**src/rtl/periph_async_rx.sv**
```systemverilog
// Receive side of the CPU send/ack 4-phase link: synchronises send, buffers words in a FIFO
// and presents them on valid/ready. Optional parity checking is enabled by RX_PARITY_EN.
module periph_async_rx #(
    parameter int DATA_W = 8,
    parameter int DEPTH  = 4,
    parameter int CNT_W  = 3
) (
    input  logic              clk,
    input  logic              rst,
    input  logic              send,
    input  logic [DATA_W-1:0] data_in,
`ifdef RX_PARITY_EN
    input  logic              par_in,
    output logic              par_err,
`endif
    output logic              ack,
    output logic [DATA_W-1:0] out_data,
    output logic              out_valid,
    input  logic              out_ready,
    output logic [CNT_W-1:0]  count
);

    localparam int PTR_W = $clog2(DEPTH);

    // Handshake: a word is taken while IDLE sees s2=1 and the FIFO is not full
    // (occupancy before any same-cycle pop); ack stays high until s2 drops.
    // Downstream: the head word moves on any cycle with out_valid & out_ready.
    typedef enum logic {
        IDLE = 1'b0,
        ACK  = 1'b1
    } state_t;

    state_t             state;
    state_t             state_next;
    logic               s1;
    logic               s2;
    logic               accept;
    logic               par_ok;
    logic               push;
    logic               pop;
    logic [DATA_W-1:0]  mem [DEPTH];
    logic [PTR_W-1:0]   wr_ptr;
    logic [PTR_W-1:0]   rd_ptr;
    logic [CNT_W-1:0]   count_q;

    always_comb begin
        state_next = state;
        accept     = 1'b0;
        case (state)
            IDLE: begin
                if (s2 && (count_q < CNT_W'(DEPTH))) begin
                    accept     = 1'b1;
                    state_next = ACK;
                end
            end
            ACK: begin
                if (!s2) begin
                    state_next = IDLE;
                end
            end
            default: state_next = IDLE;
        endcase
    end

`ifdef RX_PARITY_EN
    assign par_ok = ~^{data_in, par_in};
`else
    assign par_ok = 1'b1;
`endif

    assign push = accept & par_ok;
    assign pop  = (count_q != '0) & out_ready;

    always_ff @(posedge clk) begin
        if (rst) begin
            state   <= IDLE;
            ack     <= 1'b0;
            s1      <= 1'b0;
            s2      <= 1'b0;
            wr_ptr  <= '0;
            rd_ptr  <= '0;
            count_q <= '0;
            for (int i = 0; i < DEPTH; i++) begin
                mem[i] <= '0;
            end
        end else begin
            s1    <= send;
            s2    <= s1;
            state <= state_next;
            ack   <= (state_next == ACK);
            if (push) begin
                mem[wr_ptr] <= data_in;
                wr_ptr      <= wr_ptr + PTR_W'(1);
            end
            if (pop) begin
                rd_ptr <= rd_ptr + PTR_W'(1);
            end
            case ({push, pop})
                2'b10:   count_q <= count_q + CNT_W'(1);
                2'b01:   count_q <= count_q - CNT_W'(1);
                default: count_q <= count_q;
            endcase
        end
    end

`ifdef RX_PARITY_EN
    // Sticky: once a bad word is refused, the flag holds until reset.
    always_ff @(posedge clk) begin
        if (rst) begin
            par_err <= 1'b0;
        end else if (accept && !par_ok) begin
            par_err <= 1'b1;
        end
    end
`endif

    assign out_data  = mem[rd_ptr];
    assign out_valid = (count_q != '0);
    assign count     = count_q;

endmodule
```
**config.mk**
```make
export PLATFORM = sky130hd
export DESIGN_NAME = periph_async_rx
export DESIGN_NICKNAME = d
export VERILOG_FILES = /design/src/rtl/periph_async_rx.sv
export SDC_FILE = /design/constraint.sdc
export NUM_CORES = 1
export LEC_CHECK = 0
export ABC_AREA = 0
export CAP_MARGIN = 0
export CORE_MARGIN = 1.5
export CORE_UTILIZATION = 57
export DETAILED_ROUTE_END_ITERATION = 8
export HOLD_SLACK_MARGIN = 0.03
export PLACE_DENSITY = 0.82
export SYNTH_ARGS = -nofsm -noshare
export SYNTH_HDL_FRONTEND = slang
export SYNTH_SLANG_ARGS = --single-unit
```
**constraint.sdc**
```tcl
create_clock -name clk -period 3.7 [get_ports clk]
set_input_delay 0.925 -clock clk [delete_from_list [all_inputs] [get_ports clk]]
set_output_delay 0.925 -clock clk [all_outputs]
set_load 0.05 [all_outputs]
```
==> metrics.csv, run 1 <==
metric,value,unit
detailed_place.area,2210,sq um
hold_ws,461,ps
die_area,3760,sq um
grt_pass1_wl,5470,um
via_per_inst,5.43,
tightest_slew,787,ps
fin_crit,3270,ps
synth_compound_area_share,2.97,%
timing.fmax,306,MHz
cts_tree,yes,
antenna_found_initial,0,
ys_warn_count,0,
port_buffers,24,
grt_pass1_vias,1157,
post-place-cells,197,
synth_fa_ha_area_share,1.68,%
ys_types,30,
multi_input_area,684,sq um
grt-ovfl-total,0,
critPathMaxFanout,8,
fin_tns_setup,0,ps
synth_simple_gate_area_share,18.7,%
layout.cells.non_filler,205,
p_total,1.25,mW
pin_count,25,
design.core.area,3130,sq um
final_antenna_net_count,0,
ir_drop,0.293,mV
nFillCells,214,
cp_data_required_time,2770,ps
clk_latency,360,ps
switching_power,0.399,mW
yosysSeqAreaShare,62.0,%
cap_violations,0,
grt_use_total,22.0,%
worstPathArrival,2350,ps
antennaDiodeCount,0,
clk_pin_slew,120,ps
routed_wl,3350,um
cp-start-kind,flop,
comb_power_share,28.0,%
finClkSkew,8.43,ps
clockBufferDepth,2,
status,completed,
synth_nets,147,
synth_top_family_by_area,simple AND/OR/NAND/NOR gates,
grt_max_degree,14,
root_buffer,clkbuf_4,
final_cell_mix,"32 x and2_1, 32 x edfxtp_1, 24 x clkdlybuf4s50_1",
ys_ff_latch,44,
synth_mux_area_share,9.30,%
final_area,2290,sq um
wire_per_inst,16.4,um
hold_viol_final,0,
cts_max_level,2,
detailed_place_hpwl,2400,um
syn_area_per_cell,14.6,sq um
rows,20,
min_path_type,reg2reg,
synth_xor_area_share,2.71,%
numClockSinks,44,
dr.pass1.iters,4,
hold_buffers,0,
vias,1114,
die_h,61.3,um
cts_buffers,5,
setup_viol,0,
drt_iter0_drc,29,
pwr-share-clk,23.4,%
drive_above_1_share,14.9,%
place.gp.congestion,0.748,
fin_crit_sh,88.4,%
synth_cells,133,
drv_slew,0,
ys_async_sr_fraction,0,%
postCtsSetupRepairBufs,0,
netlist_area,1940,sq um
die_w,61.3,um
internal-power,0.851,mW
area_growth,18.3,%
nets,174,
critPathKind,reg2out,
rsz0062_at_grt,false,
initial_core_util,61.9,%
cp-end-kind,output pin,
synth_ff_type,edfxtp_1,
ctsResizeCount,0,
p_leak,0.806,nW
p_seq_share,48.6,%
synth_edf_count,32,
max_slew_margin,46.8,%
powerDensity,545,nW/um^2
swShare,31.9,%
regArea,1200,sq um
drc,0,
==> Yosys cell counts (2+ instances only) <==
library cell | n | area [sq um]
xor2_1 | 4 | 35.0
a31o_2 | 2 | 17.5
nor2_1 | 8 | 30.0
dfxtp_1 | 12 | 240
inv_1 | 5 | 18.8
mux4_2 | 8 | 180
buf_2 | 2 | 10.0
edfxtp_1 | 32 | 961
xnor2_1 | 2 | 17.5
a21oi_1 | 2 | 10.0
and2_1 | 32 | 200
or3_1 | 2 | 12.5
clkbuf_1 | 2 | 7.51
nor3b_1 | 2 | 15.0
nor2b_1 | 3 | 18.8
==> sequential cells by signal, summed over array words and instances (netlist names), named ones only <==
| signal | cells |
|---|---|
| s2 | 1 |
| rd_ptr | 2 |
| mem | 32 |
| state | 1 |
| count | 3 |
| wr_ptr | 2 |
| s1 | 1 |
==> logic make-up after synthesis <==
kind of cell               after synthesis
adders and majority gates                2
AOI/OAI and AO/OA                        8
DFF                                     44
xor gates and xnor gates                 6
and+or+nand+nor                         54
muxes                                    8
buffers and inverters                   11
==> layout make-up <==
| class | instances | share of cell area, % |
|---|---|---|
| clock inverters | 2 | 1.53 |
| multi-input cells | 78 | 29.9 |
| repair buffers | 26 | 11.1 |
| flip-flops and latches | 44 | 52.4 |
| inverters | 5 | 0.819 |
| well taps | 44 | 2.40 |
| clock buffers | 6 | 1.80 |
==> metal layers <==
layer  vias to the layer above  part of all wire (%)  track usage, %
met5                         -                     0               0
met4                         0                   2.0            9.32
met3                         5                   3.7            8.40
met2                        21                    52            35.6
met1                       554                    42            26.5
li1                        534                     -               -
==> power groups by stage <==
stage / Clock [mW] / Sequential [mW] / Combinational (mW)
after detailed placement: 0 / 0.619 / 0.352
after global placement: 0 / 0.617 / 0.345
final: 0.292 / 0.607 / 0.350
after CTS: 0.298 / 0.608 / 0.353
after floorplan: 0 / 0.619 / 0.247
after global routing: 0.319 / 0.616 / 0.372
==> worst max-delay path, cell delays in order, from the launching register on <==
cell             delay, ps
dfxtp_1                690
mux4_2                 580
clkdlybuf4s50_1        720
==> worst paths after layout <==
path                               start  slack [ps]     endpoint  depth (start not counted)
worst max-delay path                flop         430  out_data[3]                          2
worst max register to register  count[2]        1530     count[2]                          8
worst min-delay path                  s1         460           s2                          1
worst min register to register        s1         460           s2                          1
==> stage by stage <==
stage               setup WS [ps]  utilization, %
detailed placement            653            70.8
floorplan                    1360               -
global placement              648            70.8
finish                        427            73.2
CTS                           380            73.2
global route                  283            73.2
Power figures use the tool's default switching activity.
==> inputs of run 2 (changes only) <==
Settings changed: CAP_MARGIN 0 to 5, CORE_UTILIZATION 57 to 35, CTS_CLUSTER_SIZE from default to 30, PLACE_DENSITY 0.82 to default.
==> metrics.csv, run 2 (synthesis results as in run 1) <==
metric,value,unit
die_w,77.4,um
worstPathArrival,2280,ps
die_h,77.4,um
fin_tns_setup,0,ps
critPathMaxFanout,8,
rsz0062_at_grt,false,
drt_iter0_drc,72,
max_slew_margin,35.9,%
setup_viol,0,
grt_pass1_wl,5860,um
design.core.area,5200,sq um
postCtsSetupRepairBufs,0,
ctsResizeCount,0,
hold_buffers,0,
largest_reg_flops,32,
clk_pin_slew,70,ps
hold_ws,449,ps
multi_input_area,684,sq um
fin_crit_sh,86.6,%
hold_viol_final,0,
tightest_slew,960,ps
nFillCells,489,
finClkSkew,12.7,ps
rows,26,
final_core_util,45.2,%
final_antenna_net_count,0,
final_cell_mix,"32 x and2_1, 32 x edfxtp_1, 24 x clkdlybuf4s50_1",
grt-ovfl-total,0,
critPathKind,reg2out,
p_leak,0.816,nW
critPathMaxStageDelay,710,ps
r2r_setup_slack,1460,ps
detailed_place_hpwl,2330,um
clockBufferDepth,2,
critPathSlowestCell,clkdlybuf4s50_1,
ir_drop,0.241,mV
cp-start-kind,flop,
numClockSinks,44,
antennaDiodeCount,0,
drv_slew,0,
root_buffer,clkbuf_8,
cts_max_level,2,
regMostFlops,mem,
vias,1072,
routed_wl,3540,um
timing.fmax,312,MHz
powerDensity,558,nW/um^2
port_buffers,24,
cts_tree,yes,
dr.pass1.iters,4,
fin_crit,3200,ps
regArea,1200,sq um
cap_violations,0,
place.gp.congestion,0.686,
clk_latency,300,ps
status,completed,
wire_per_inst,15.3,um
antenna_found_initial,0,
grt_use_total,13.1,%
area_growth,21.5,%
via_per_inst,4.64,
grt_max_degree,18,
nets,174,
grt_pass1_vias,1151,
pin_count,25,
drc,0,
cts_buffers,5,
die_area,5990,sq um
cp_top_family,buffers and inverters,
cp-end-kind,output pin,
drive_above_1_share,14.3,%
crit_buf_inv,1,
cp_data_required_time,2770,ps
initial_core_util,37.2,%
path_cells,"mux4_2, clkdlybuf4s50_1",
min_path_type,reg2reg,
[run 2: changes by cell type in the layout (fill, tap and decap cells not counted), sizes merged]
cell    delta
clkbuf     +1
clkinv     -1
[run 2: final timing paths]
kind,from,end,cells after the start
min reg2reg,s1,s2,1
max reg2reg,count[2],mem[1][5],2
min,s1,s2,1
max,flop,out_data[3],2
[run 2: cell type report]
cell class	count	share of cell area (%)
inverter	5	0.797
multi-input combinational	78	29.1
clock inverter	1	1.28
timing repair buffer	26	10.8
tap	70	3.72
sequential	44	51.0
clock buffer	7	3.24
[run 2: through the flow]
step | worst slack [ps] | cells | power (mW) | cell area (sq um)
floorplan | 1360 | 133 | 0.866 | 1940
global placement | 794 | 223 | 0.968 | 2250
detailed placement | 747 | 223 | 0.974 | 2250
CTS | 446 | 231 | 1.33 | 2350
global route | 350 | 231 | 1.37 | 2350
finish | 497 | 231 | 1.31 | 2350
[run 2: worst reg2reg max path, delay by kind of cell (launching register included)]
family          cells  cell delay [ps]
compound gates      1              780
simple gates        1              630
flops               1              460
[run 2: report_power, final]
part | internal (mW) | switching (mW)
Sequential | 0.563 | 0.0457
Combinational | 0.146 | 0.204
Clock | 0.202 | 0.152
[run 2: layer usage]
layer / up-vias / wire [um] / global-route usage (%)
li1: 530 / - / -
met3: 7 / 112 / 3.29
met5: - / 0 / 0
met2: 22 / 1790 / 21.8
met1: 513 / 1580 / 16.3
met4: 0 / 55 / 5.45
==> inputs of run 3 (changes only) <==
Settings changed: CORE_UTILIZATION 35 to 58, PLACE_DENSITY from default to 0.92.
==> metrics.csv, run 3 (synthesis results as in run 1) <==
metric,value,unit
port_buffers,24,
layout.cells.non_filler,205,
grt-ovfl-total,0,
clockBufferDepth,2,
p_total,1.26,mW
pwr-share-clk,23.4,%
grt_use_total,21.3,%
grt_max_degree,18,
timing.fmax,306,MHz
finClkSkew,10.5,ps
area_growth,18.3,%
cts_max_level,2,
final_cell_mix,"32 x and2_1, 32 x edfxtp_1, 24 x clkdlybuf4s50_1",
p_seq_share,48.4,%
critPathKind,reg2out,
design.core.area,3100,sq um
grt_busiest_layer,met2,
ctsResizeCount,0,
via_per_inst,5.49,
comb_power_share,28.2,%
cp-start-kind,flop,
dpl_worst_slack,792,ps
cap_violations,0,
root_buffer,clkbuf_4,
regMostFlops,mem,
drc,0,
regArea,1200,sq um
hold_buffers,0,
pin_count,25,
drv_slew,0,
p_leak,0.806,nW
detailed_place_hpwl,2370,um
fin_crit,3270,ps
critPathMaxFanout,8,
nets,174,
cp_data_required_time,2770,ps
post-place-cells,197,
antenna_found_initial,0,
setup_viol,0,
postCtsSetupRepairBufs,0,
fin_crit_sh,88.3,%
fin_tns_setup,0,ps
worstPathArrival,2340,ps
wire_per_inst,16.6,um
min_path_type,reg2reg,
final_antenna_net_count,0,
largest_reg_flops,32,
clk_pin_slew,130,ps
internal-power,0.852,mW
grt_pass1_vias,1199,
dr.pass1.iters,4,
place.gp.congestion,0.719,
initial_core_util,62.4,%
hold_ws,479,ps
antennaDiodeCount,0,
drt_iter0_drc,46,
die_h,60.8,um
hold_viol_final,0,
switching_power,0.404,mW
use_met3,6.40,%
grt_pass1_wl,5450,um
setup_ws,434,ps
grtUsageMet2,35.2,%
status,completed,
grtUsageMet1,26.2,%
die_w,60.8,um
routed_wl,3410,um
rows,20,
swShare,32.2,%
drive_above_1_share,14.9,%
cp-end-kind,output pin,
multi_input_area,684,sq um
rsz0062_at_grt,false,
max_slew_margin,45.9,%
nFillCells,215,
cts_tree,yes,
vias,1125,
cts_buffers,5,
ir_drop,0.370,mV
numClockSinks,44,
tightest_slew,810,ps
powerDensity,548,nW/um^2
clk_latency,360,ps
die_area,3690,sq um
-- run 3: cell types whose count changed in the layout (fill, tap and decap cells not counted), sizes merged --
cell / before / now
clkbuf: 7 / 6
clkinv: 0 / 1
-- run 3: critical path, cell delays in order (launching register included) --
cell,delay (ps)
dfxtp_1,690
mux4_2,580
clkdlybuf4s50_1,720
-- run 3: power by group through the flow --
stage | combinational (mW) | sequential, mW | clock (mW)
2_1_floorplan | 0.247 | 0.619 | 0
3_3_place_gp | 0.344 | 0.616 | 0
3_5_place_dp | 0.354 | 0.620 | 0
4_1_cts | 0.355 | 0.609 | 0.293
5_1_grt | 0.374 | 0.617 | 0.311
6_report | 0.354 | 0.608 | 0.293
-- run 3: layout make-up --
| type | count | area share, % |
|---|---|---|
| sequential | 44 | 52.4 |
| clock inverter | 2 | 1.53 |
| timing repair buffer | 26 | 11.1 |
| multi-input combinational | 78 | 29.9 |
| inverter | 5 | 0.819 |
| tap | 44 | 2.40 |
| clock buffer | 6 | 1.80 |
-- run 3: final timing paths --
kind	depth (start not counted)	end	start	slack, ps
max	2	out_data[1]	flop	430
min	1	s2	s1	480
max reg2reg	8	count[2]	count[2]	1460
min reg2reg	1	s2	s1	480
-- run 3: routing by layer --
layer | routed length, um | share of wire, %
met1 | 1440 | 42
met2 | 1770 | 52
met3 | 139 | 4.1
met4 | 64 | 1.9
met5 | 0 | 0
-- run 3: stage by stage --
stage	utilization, %	cell area [sq um]
final	73.8	2290
after global routing	73.8	2290
after CTS	73.8	2290
after detailed placement	71.4	2210
after global placement	71.4	2210
after floorplan	-	1940
==> variant (flow settings as in run 2) <==
`DEPTH`: 4 -> 2.
--- a/src/rtl/periph_async_rx.sv
+++ b/src/rtl/periph_async_rx.sv
@@ -3,5 +3,5 @@
 module periph_async_rx #(
     parameter int DATA_W = 8,
-    parameter int DEPTH  = 4,
+    parameter int DEPTH  = 2,
     parameter int CNT_W  = 3
 ) (
Function: changed (a bounded check fails within 10 cycles, from zero or initial values and one cycle with rst high).
==> variant against run 2 <==
Worst setup slack improved by 0.31 ns; total power fell by 40%; count of clock-buffer cells in the layout fell by 4; cell count fell by 40%; synthesized cell count fell by 37%; critical path type unchanged; wire length fell by 49%; synthesized area fell by 44%; sequential cell count fell by 19; cell area fell by 42%; largest cell class unchanged.
==> variant: results <==
group,metric,value,unit
detailed_routing,wl_met3,71,microns
run_status,outcome,"finished clean",
grt,grt_use_total,11.92,%
logic_synthesis,ys_top_cells_by_count,"and2_1, edfxtp_1, dfxtp_1, mux2_2, nor2_1",
logic_synthesis,synth_fp_nets,98,
detailed_routing,dr.pass1.iters,2,
detailed_routing,dr_total_vias,679,
detailed_routing,routed.top_layer,"met3",
logic_synthesis,synth_seq_cells,25,
layout,nClkBuffers,3,
grt,grtUsageMet3,2.198,%
grt,grt_pass1_wl,3063,microns
layout,layout.non_clock_inverters,3,
place,dp_hpwl,1412,microns
cts,h-tree-depth,1,
logic_synthesis,synth_edf_count,16,
detailed_routing,wl_met1,800,microns
layout,layout-drive-gt1-share,12.96,%
sta,fin_skew,0.006327,ns
cts,clk_pin_slew,0.13,ns
detailed_routing,wire_per_inst,13.09,microns
detailed_routing,drt_iter0_drc,12,
sta,max_freq,345.6,MHz
layout,largest_register_ffs,16,
layout,n_fill_cell,276,
place,gp_congestion,0.6820,
detailed_routing,wl_met2,947,microns
layout,fin_nets,123,
pwr,ir_drop,0.2397,mV
logic_synthesis,ys_top_cells_by_area,"edfxtp_1, dfxtp_1, and2_1",
layout,nNonClkBuffers,24,
layout,clkCellAreaFrac,2.005,%
cts,root_buffer,"clkbuf_4",
layout,comb.multi_input.count,52,
pwr,p_seq_share,45.2,%
grt,first_global_vias,672,
sta,tightest_slew,0.8095,ns
grt,grtUsageMet2,21.67,%
setup_path,cp.arrival,1.97,ns
grt,grt_max_degree,15,
logic_synthesis,synth-seq-area-share,61.04,%
pwr,power.leakage,0.5039,nW
pwr,pg_comb,311,uW
variant: changes by cell type in the layout (fill, tap and decap cells not counted), sizes merged, moves of 2 or more:
cell | run 2 | this run
mux2 | 0 | 8
dfxtp | 12 | 9
inv | 5 | 3
and2 | 32 | 16
clkbuf | 7 | 3
nor3b | 3 | 0
mux4 | 8 | 0
edfxtp | 32 | 16
buf | 2 | 0
a31o | 2 | 0
variant: final timing paths:
path	from	end	depth (start not counted)
max reg2reg	count[1]$_SDFFE_PP0P_	count[2]$_SDFFE_PP0P_	7
max	flip-flop	out_data[3]	2
min reg2reg	s1$_SDFF_PP0_	s2$_SDFF_PP0_	1
min	s1$_SDFF_PP0_	s2$_SDFF_PP0_	1
variant: kinds of logic (layout without fill, tap and decap cells):
group | count (synthesis) | after routing | share of synthesized area [%]
flip-flops | 25 | 25 | 61.04
AND/OR/NAND/NOR | 32 | 32 | 18.27
XOR/XNOR | 4 | 4 | 3.238
adder cells (fa/ha/maj) | 2 | 2 | 3.006
multiplexers | 8 | 8 | 8.324
AO/OA/AOI/OAI | 6 | 6 | 3.584
buffers and inverters | 7 | 31 | 2.543
variant: per-stage QoR:
| step | std cells | cell area [sq um] | util [%] | power (mW) |
|---|---|---|---|---|
| after floorplan | 84 | 1082 | - | 0.5762 |
| after global placement | 135 | 1345 | 47.15 | 0.6715 |
| after detailed placement | 135 | 1345 | 47.15 | 0.6747 |
| after CTS | 139 | 1373 | 48.11 | 0.7916 |
| after global routing | 139 | 1373 | 48.11 | 0.8227 |
| final | 139 | 1373 | 48.11 | 0.7837 |
variant: worst max-delay path, delay by kind of cell (launching register included):
family	cells	cell delay, ns
buffers and inverters	1	0.70
DFF	1	0.58
muxes	1	0.38
